File: src/rtl/channel_cu.sv
// channel_cu: emulated single-device control unit on parallel channel A (select, command, status, byte buffer).
// Optional bus-out parity checking is compiled in with CHANNEL_CU_PARITY_CHECK_EN.
module channel_cu #(
  parameter logic [7:0] ADDR  = 8'h50,
  parameter int         DEPTH = 16
) (
  input  logic                    clk,
  input  logic                    reset,
  input  logic [7:0]              a_bus_out,
  input  logic                    a_bus_out_parity,
  input  logic                    a_operational_out,
  input  logic                    a_hold_out,
  input  logic                    a_select_out,
  input  logic                    a_address_out,
  input  logic                    a_command_out,
  input  logic                    a_service_out,
  input  logic                    a_suppress_out,
  output logic [7:0]              a_bus_in,
  output logic                    a_bus_in_parity,
  output logic                    a_operational_in,
  output logic                    a_select_in,
  output logic                    a_address_in,
  output logic                    a_status_in,
  output logic                    a_service_in,
  output logic                    a_request_in,
  output logic                    busy,
  output logic [$clog2(DEPTH):0]  buf_len
);

  localparam int AW = $clog2(DEPTH);
  localparam int LW = AW + 1;
  localparam logic [LW-1:0] FULL = LW'(DEPTH);

  localparam logic [2:0] CMD_TIO   = 3'd0;
  localparam logic [2:0] CMD_WRITE = 3'd1;
  localparam logic [2:0] CMD_READ  = 3'd2;
  localparam logic [2:0] CMD_NOOP  = 3'd3;

  localparam logic [7:0] ST_OK   = 8'h00;
  localparam logic [7:0] ST_END  = 8'h30;
  localparam logic [7:0] ST_REJ  = 8'h40;
  localparam logic [7:0] ST_DERR = 8'h70;

  typedef enum logic [3:0] {
    IDLE, PASS, ADDR_IN, CMD_DROP, INIT_ST, INIT_WAIT,
    DATA, DATA_WAIT, STOP_WAIT, END_ST, END_WAIT
  } state_t;

  state_t         state_q;
  logic [7:0]     bus_in_q;
  logic           op_in_q, sel_in_q, addr_in_q, stat_in_q, svc_in_q;
  logic [2:0]     cmd_q;
  logic           rej_q, derr_q;
  logic           sense_rej_q, sense_bchk_q;
  logic [LW-1:0]  count_q, idx_q, len_q;
  logic [7:0]     buf_q [DEPTH];

  logic           par_err;
  logic           cmd_ok;
  logic           xfer_end;
  logic [7:0]     sense_byte;
  logic           unused_inputs;

`ifdef CHANNEL_CU_PARITY_CHECK_EN
  assign par_err = ~^{a_bus_out, a_bus_out_parity};
`else
  assign par_err = 1'b0;
`endif

  assign unused_inputs = ^{a_hold_out, a_suppress_out, a_bus_out_parity};
  assign cmd_ok        = (a_bus_out <= 8'h04);
  assign sense_byte    = {5'b0, sense_bchk_q, 1'b0, sense_rej_q};
  // sense always moves exactly one byte
  assign xfer_end      = derr_q
                      || ((cmd_q == CMD_WRITE) && (count_q == FULL))
                      || ((cmd_q == CMD_READ) && (idx_q == len_q))
                      || ((cmd_q != CMD_WRITE) && (cmd_q != CMD_READ));

  always_ff @(posedge clk) begin
    if (reset) begin
      state_q      <= IDLE;
      bus_in_q     <= '0;
      op_in_q      <= 1'b0;
      sel_in_q     <= 1'b0;
      addr_in_q    <= 1'b0;
      stat_in_q    <= 1'b0;
      svc_in_q     <= 1'b0;
      cmd_q        <= '0;
      rej_q        <= 1'b0;
      derr_q       <= 1'b0;
      sense_rej_q  <= 1'b0;
      sense_bchk_q <= 1'b0;
      count_q      <= '0;
      idx_q        <= '0;
      len_q        <= '0;
    end else if (!a_operational_out) begin
      state_q      <= IDLE;
      bus_in_q     <= '0;
      op_in_q      <= 1'b0;
      sel_in_q     <= 1'b0;
      addr_in_q    <= 1'b0;
      stat_in_q    <= 1'b0;
      svc_in_q     <= 1'b0;
      sense_rej_q  <= 1'b0;
      sense_bchk_q <= 1'b0;
    end else begin
      case (state_q)
        IDLE: if (a_select_out && a_address_out) begin
          if (a_bus_out == ADDR) begin
            op_in_q   <= 1'b1;
            addr_in_q <= 1'b1;
            bus_in_q  <= ADDR;
            state_q   <= ADDR_IN;
          end else begin
            sel_in_q  <= 1'b1;
            state_q   <= PASS;
          end
        end
        PASS: if (!a_select_out) begin
          sel_in_q <= 1'b0;
          state_q  <= IDLE;
        end
        ADDR_IN: if (a_command_out) begin
          cmd_q     <= a_bus_out[2:0];
          rej_q     <= !cmd_ok || par_err;
          derr_q    <= 1'b0;
          if (!cmd_ok) sense_rej_q  <= 1'b1;
          if (par_err) sense_bchk_q <= 1'b1;
          addr_in_q <= 1'b0;
          bus_in_q  <= '0;
          state_q   <= CMD_DROP;
        end
        CMD_DROP: if (!a_command_out) begin
          stat_in_q <= 1'b1;
          bus_in_q  <= rej_q ? ST_REJ : ST_OK;
          state_q   <= INIT_ST;
        end
        INIT_ST: if (a_service_out) begin
          stat_in_q <= 1'b0;
          bus_in_q  <= '0;
          state_q   <= INIT_WAIT;
        end
        INIT_WAIT: if (!a_service_out) begin
          if (rej_q || (cmd_q == CMD_TIO)) begin
            op_in_q <= 1'b0;
            state_q <= IDLE;
          end else if (cmd_q == CMD_NOOP || (cmd_q == CMD_READ && len_q == '0)) begin
            stat_in_q <= 1'b1;
            bus_in_q  <= ST_END;
            state_q   <= END_ST;
          end else begin
            count_q  <= '0;
            idx_q    <= '0;
            svc_in_q <= 1'b1;
            if (cmd_q == CMD_READ)       bus_in_q <= buf_q[0];
            else if (cmd_q == CMD_WRITE) bus_in_q <= '0;
            else                         bus_in_q <= sense_byte;
            state_q  <= DATA;
          end
        end
        DATA: if (a_command_out) begin
          svc_in_q <= 1'b0;
          bus_in_q <= '0;
          state_q  <= STOP_WAIT;
        end else if (a_service_out) begin
          svc_in_q <= 1'b0;
          bus_in_q <= '0;
          state_q  <= DATA_WAIT;
          if (cmd_q == CMD_WRITE) begin
            if (par_err) begin
              derr_q       <= 1'b1;
              sense_bchk_q <= 1'b1;
            end else begin
              buf_q[count_q[AW-1:0]] <= a_bus_out;
              count_q                <= count_q + LW'(1);
            end
          end else if (cmd_q == CMD_READ) begin
            idx_q <= idx_q + LW'(1);
          end else begin
            sense_rej_q  <= 1'b0;
            sense_bchk_q <= 1'b0;
          end
        end
        DATA_WAIT: if (!a_service_out) begin
          if (xfer_end) begin
            stat_in_q <= 1'b1;
            bus_in_q  <= derr_q ? ST_DERR : ST_END;
            state_q   <= END_ST;
          end else begin
            svc_in_q <= 1'b1;
            bus_in_q <= (cmd_q == CMD_READ) ? buf_q[idx_q[AW-1:0]] : 8'h00;
            state_q  <= DATA;
          end
        end
        STOP_WAIT: if (!a_command_out) begin
          stat_in_q <= 1'b1;
          bus_in_q  <= ST_END;
          state_q   <= END_ST;
        end
        END_ST: if (a_service_out) begin
          stat_in_q <= 1'b0;
          bus_in_q  <= '0;
          state_q   <= END_WAIT;
        end
        END_WAIT: if (!a_service_out) begin
          op_in_q <= 1'b0;
          if (cmd_q == CMD_WRITE) len_q <= count_q;
          state_q <= IDLE;
        end
        default: state_q <= IDLE;
      endcase
    end
  end

  assign a_bus_in         = bus_in_q;
  assign a_bus_in_parity  = ~^bus_in_q;
  assign a_operational_in = op_in_q;
  assign a_select_in      = sel_in_q;
  assign a_address_in     = addr_in_q;
  assign a_status_in      = stat_in_q;
  assign a_service_in     = svc_in_q;
  assign a_request_in     = 1'b0;
  assign busy             = (state_q != IDLE);
  assign buf_len          = len_q;

endmodule

File: config.mk
export PLATFORM = sky130hd
export DESIGN_NAME = channel_cu
export DESIGN_NICKNAME = d
export VERILOG_FILES = /design/src/rtl/channel_cu.sv
export SDC_FILE = /design/constraint.sdc
export NUM_CORES = 1
export LEC_CHECK = 0
export ABC_AREA = 1
export BUFFER_PORTS_ARGS = -buffer_cell sky130_fd_sc_hd__buf_2
export CORE_MARGIN = 2
export CORE_UTILIZATION = 37
export DETAILED_ROUTE_END_ITERATION = 7
export HOLD_SLACK_MARGIN = 0.03
export RECOVER_POWER = 100
export SETUP_SLACK_MARGIN = 0.3
export SYNTH_ARGS = -nofsm -noshare
export SYNTH_HDL_FRONTEND = slang
export SYNTH_SLANG_ARGS = --single-unit
File: constraint.sdc
create_clock -name clk -period 2 [get_ports clk]
set_input_delay 0.1 -clock clk [delete_from_list [all_inputs] [get_ports clk]]
set_output_delay 0.1 -clock clk [all_outputs]
set_load 0.005 [all_outputs]
# [Yosys cells after proc, flatten, opt, wreduce, memory -nomap -nowiden]
# Memory sizes are Yosys's and may differ from the RTL's. A register that Yosys moved wholly into a read port is not among the register bits.
# Cells that the tools add are included.
[totals] n_memories=1 ram_bits=128 register_bits=37 input_bits=18 output_inout_bits=21
[memory_table] name="buf_q" words=16 word_bits=8 rd=2 rd_clocked_by_memory_dff=1 wr=1 line="56" text="logic [7:0] buf_q [DEPTH];"
[op_classes] addsub=2 n_reduce_logical=38 n_bitwise=2 eq_ne=46 n_mux=89 n_lt_le_gt_ge=1
[ops] op="$mux 8" n=14
[ops] op="$mux 4" n=17
[ops] op="$pmux 8 s8" n=1
[ops] op="$ne 2x2->1 const B" n=26
[ops] op="$mux 5" n=10
[ops] op="$pmux 4 s11" n=1
[ops] op="$mux 1" n=36
[ops] op="$pmux 5 s2" n=2
[ops] op="$reduce_and 9->1" n=2
[ops] op="$eq 4x3->1 const B" n=4
[ops] op="$reduce_and 8->1" n=2
[ops] op="$reduce_and 7->1" n=2
[ops] op="$eq 4x4->1 const B" n=3
[ops] op="$reduce_and 4->1" n=3
[ops] op="$reduce_and 11->1" n=1
[ops] op="$add 5x1->5 const B" n=2
[ops] op="$eq 4x2->1 const B" n=2
[ops] op="$eq 8x7->1 const B" n=1
[ops] op="$le 8x3->1 const B" n=1
[ops] op="$reduce_bool 2->1" n=4
[ops] op="$reduce_bool 4->1" n=2
[ops] op="$reduce_bool 8->1" n=1
[ops] op="$reduce_xnor 8->1" n=1
[ops] op="$mux 7" n=1
[ops] op="other kinds (24)" n=39

# [Longest topological paths before layout]
[logic_depth] ltp_word=9 mapped_depth=13 depth_no_buf=12

# [Least setup slack after synthesis]
# No wires, ideal clock.
[synth_path] path_type="reg2reg" from="reg state_q[3]" to="mem buf_q[0][0] (enable)" arrival_ns=1.601 setup_ns=0.370 path_slack_ns=0.029 period_less_slack_ns=1.971 stages_incl_launch_ff=8 path_cell_list="dfxtp_1 > inv_2 > nand2_1 > nor2_1 > nand3_1 > nor3_1 > nand2_1 > nor2_1"
[synth_via] elab_chain_len=5
[synth_rtl] element="start, declared" line="49" text="state_t state_q;"
[synth_rtl] element="start signal, assigned" line="81" text="state_q <= IDLE;"
[synth_rtl] element="start signal, assigned" line="97" text="state_q <= IDLE;"
[synth_rtl] element="start signal, assigned" line="113" text="state_q <= ADDR_IN;"
[synth_rtl] element="$eq 4x3->1" line="107" text="case (state_q)"
[synth_rtl] element="$mux 1" line="107"
[synth_rtl] element="$mux 1" line="96" text="end else if (!a_operational_out) begin"
[synth_rtl] element="$mux 1" line="80" text="if (reset) begin"
[synth_rtl] element="$mux 1 (not written as such)" line="174" text="buf_q[count_q[AW-1:0]] <= a_bus_out;"
[synth_rtl] element="end, declared" line="56"
# Every way passes these cells.

# [Worst setup path in the final report]
[layout_path] from="reg state_q[1]" to="reg state_q[3]"
[layout_via] elab_chain_len=3 elab_cells_between_ends=24
[layout_rtl] element="$eq 4x3->1, or another cell as far along" line="107"
[layout_rtl] element="$ne 3x3->1 (no line) / $ne 2x2->1 (equally long branches)"
[layout_rtl] element="$reduce_and 11->1 (no line)"
# Several ways; a longest one is shown, not always the timed one.
# A chain may end at the register's enable or synchronous reset.

==> impl_metrics.toml <==
[grt]
grt_pass1_wl_mm = 32.6
grt_overflow = 0
grt_pass1_vias = 5906
antenna_found_initial = 0
track_usage_pct = 19.2
grt_max_degree = 46

[timing]
whs_ns = 0.0741
period_share_pct = 91.1
tns_ns = 0
rsz0062_at_grt = "true"
skew_ns = 0.00980
maxSlewViolCount = 0
worst_pin_slew_ns = 1.08
hold_viol_final = 0
slew_headroom_pct = 27.9
finalSetupViolations = 0
min_period_ns = 1.82
max_freq_mhz = 549

[setup_path]
crit_type = "reg -> reg"
cp.arrival_ns = 2.18
worstSetupEndpointType = "flop"
cp-endpoint = "state_q[3]$_SDFFE_PP0P_"
cp_max_fo = 8
timing.rr.start = "state_q[1]$_SDFFE_PP0P_"
rrSetupSlack_ns = 0.18
startpoint = "state_q[1]$_SDFFE_PP0P_"
required_ns = 2.35
worstReg2RegEnd = "state_q[3]$_SDFFE_PP0P_"
r2r_cells = 12
startpoint_type = "flop"

[routing]
via_per_inst = 5.15
routedWlPerCell_um = 17.4
drc_errors = 0
drt-initial-drc-count = 580
route.antenna.remaining_nets = 0
firstDrtPassIters = 5
route.vias.total = 6319
drt-total-wl_mm = 21.4

[clock_network]
cts_buffer_depth = 2
path_clk_slew_ns = 0.06
cts.sinks = 169
clock-root-buffer = "clkbuf_16"
cts_buffers = 17
cts_tree = "built"
htreeDepth = 4
clock_latency_ns = 0.43

[cells_and_area]
n_fill_cell = 1982
multiInputGateArea_mm2 = 0.00334
syn2layout_area_growth_pct = 25.5
seqCellArea_mm2 = 0.00468
drive_gt1_share_pct = 23.2
fin_nets = 963
diodes = 0
finalCoreUtilization_pct = 47.4

[job]
drv_cap = 0

[power_and_ir_drop]
power.internal_w = 0.00570
power_frac_comb_pct = 2.9
swShare_pct = 21.7
p_switching_w = 0.00158
p_clk_share_pct = 45.3
power_w = 0.00727
max-vdd-ir-drop_mv = 0.588
seqPwrFrac_pct = 51.8
cellPowerDensity_mw_per_mm2 = 728
p_leak_nw = 3.65

[synthesis]
netlist_instances = 860
synth_top_cell_by_area = "edfxtp_1"
yosys.cell_count.top_type = "nand2_1"
ys.flop_type = "edfxtp_1"
synth_area_per_cell_um2 = 9.25
yosysSeqAreaShare_pct = 58.6
ys_types = 37
synthTopCellsByCount = "nand2_1 (192), edfxtp_1 (128), nor2_1 (107), nand3_1 (78), inv_1 (72)"
synth.yosys.warnings = 0
synth_top_area_share_pct = 48.3
ys_ff_latch = 169
synth.cell_area_mm2 = 0.00796
synth_area_leaders = "edfxtp_1 (48%), dfxtp_1 (10%), nand2_1 (9.1%)"
async_flop_share_pct = 0
synth_fp_nets = 883
synth_edf_count = 128

[hold_path]
hp-class = "in -> reg"

[die]
core_mm2 = 0.0211
rows = 53
die_h_um = 151
die_w_um = 151
io-pin-count = 39
die_area_mm2 = 0.0227
start_util_pct = 37.7

[outcome]
status = "finished, final reports clean"

[place]
numPortBuffers = 34
dp_hpwl_mm = 14.1
gp_congestion = 0.905
## layer usage
metal / part of all wire, % / wire length, um / track usage, %
met5: 0 / 0 / 0
met4: 3.0 / 644 / 6.73
met3: 5.2 / 1100 / 3.12
met2: 48 / 10300 / 31.1
met1: 44 / 9370 / 26.3
## how the worst min path moves through the flow
stage | depth (start not counted) | to | startpoint | slack (ns)
floorplan | 0 | buf_q[0][0]$_DFFE_PP_ | a_bus_out[0] | 0.20
global placement | 3 | a_select_in$_SDFFE_PP0P_ | a_select_out | 0.42
detailed placement | 3 | a_select_in$_SDFFE_PP0P_ | a_select_out | 0.43
CTS | 3 | count_q[1]$_SDFFE_PP0P_ | reset | 0.05
global route | 3 | idx_q[4]$_SDFFE_PP0P_ | reset | 0.09
finish | 3 | count_q[3]$_SDFFE_PP0P_ | reset | 0.07
## power by group through the flow
stage | logic (W) | registers [W] | clock network [W]
2_1_floorplan | 0.0000647 | 0.00385 | 0
3_3_place_gp | 0.000179 | 0.00385 | 0
3_5_place_dp | 0.000179 | 0.00385 | 0
4_1_cts | 0.000185 | 0.00377 | 0.00332
5_1_grt | 0.000227 | 0.00377 | 0.00346
6_report | 0.000210 | 0.00377 | 0.00329
## registers in the layout (all words and copies together), names as in the netlist, named ones only
signal            flops
buf_q               128
a_address_in          1
a_operational_in      1
a_bus_in              8
a_status_in           1
idx_q                 5
cmd_q                 3
a_service_in          1
state_q               4
sense_rej_q           1
count_q               5
rej_q                 1
a_select_in           1
buf_len               5
## per-stage QoR
| step | cells | worst slack, ns | cell area [um^2] |
|---|---|---|---|
| finish | 1228 | 0.178 | 9990 |
| global route | 1228 | 0.0683 | 9990 |
| CTS | 1207 | 0.172 | 9540 |
| detailed placement | 1170 | 0.108 | 8770 |
| global placement | 1170 | 0.127 | 8770 |
| floorplan | 860 | 0.255 | 8110 |
## critical path, cell delays in order, from the launching register on
cell	delay, ns
dfxtp_2	0.34
buf_6	0.15
inv_4	0.05
nor2_1	0.27
nand2_1	0.18
inv_2	0.11
nand2_4	0.07
nand2_1	0.12
nor2_4	0.06
nand3_4	0.10
buf_6	0.13
nand2_2	0.04
a21oi_1	0.12
## cell families after synthesis
group                      after synthesis  synth area share, %
buffers and inverters                  118                 6.15
DFF                                    169                 58.6
adders and majority gates                5                0.786
and+or+nand+nor                        423                 23.7
xor gates and xnor gates                13                 1.43
other                                    1               0.0471
AOI/OAI and AO/OA                      131                 9.25
## cells in the final DEF (no fill, tap or decap), types with 3 or more instances in the layout
cell       Yosys  layout
nand2_1      192     167
edfxtp_1     128     128
nor2_1       107      85
nand3_1       78      74
inv_1         72      70
o21ai_0       56      54
dfxtp_1       41      33
buf_4          3      32
nor2_4         3      30
a21oi_1       36      28
clkbuf_1      15      28
o211ai_1      19      19
clkbuf_16      0      17
nand2_4        3      16
buf_2         12      14
nand2_2        5      13
inv_2         12      11
a21oi_2        6      11
buf_6          2      11
nand4_1        9       9
xor2_1         8       8
o21ai_1        9       8
buf_12         0       7
nand3_4        0       6
dfxtp_2        0       6
xnor2_1        5       5
nor2_2        10       5
nand3_2        7       5
inv_6          0       5
inv_4          2       4
nand2_8        0       4
ha_1           5       4
a21oi_4        0       3
nor3_1         4       3
## layout make-up
type	instances	area share [%]
inverter	86	3.38
tap	275	3.45
clock buffer	18	4.30
sequential	169	46.9
clock inverter	14	1.64
timing repair buffer	93	6.90
multi-input combinational	573	33.5
## timing repair
action	CTS	global route
gates cloned	0	0
gates resized for setup	29	90
setup endpoints to repair	152	166
hold buffers	1	0
hold endpoints to repair	1	0
buffers inserted	4	21
pin swaps	11	39
No activity file was read; power rests on OpenSTA's default activity.
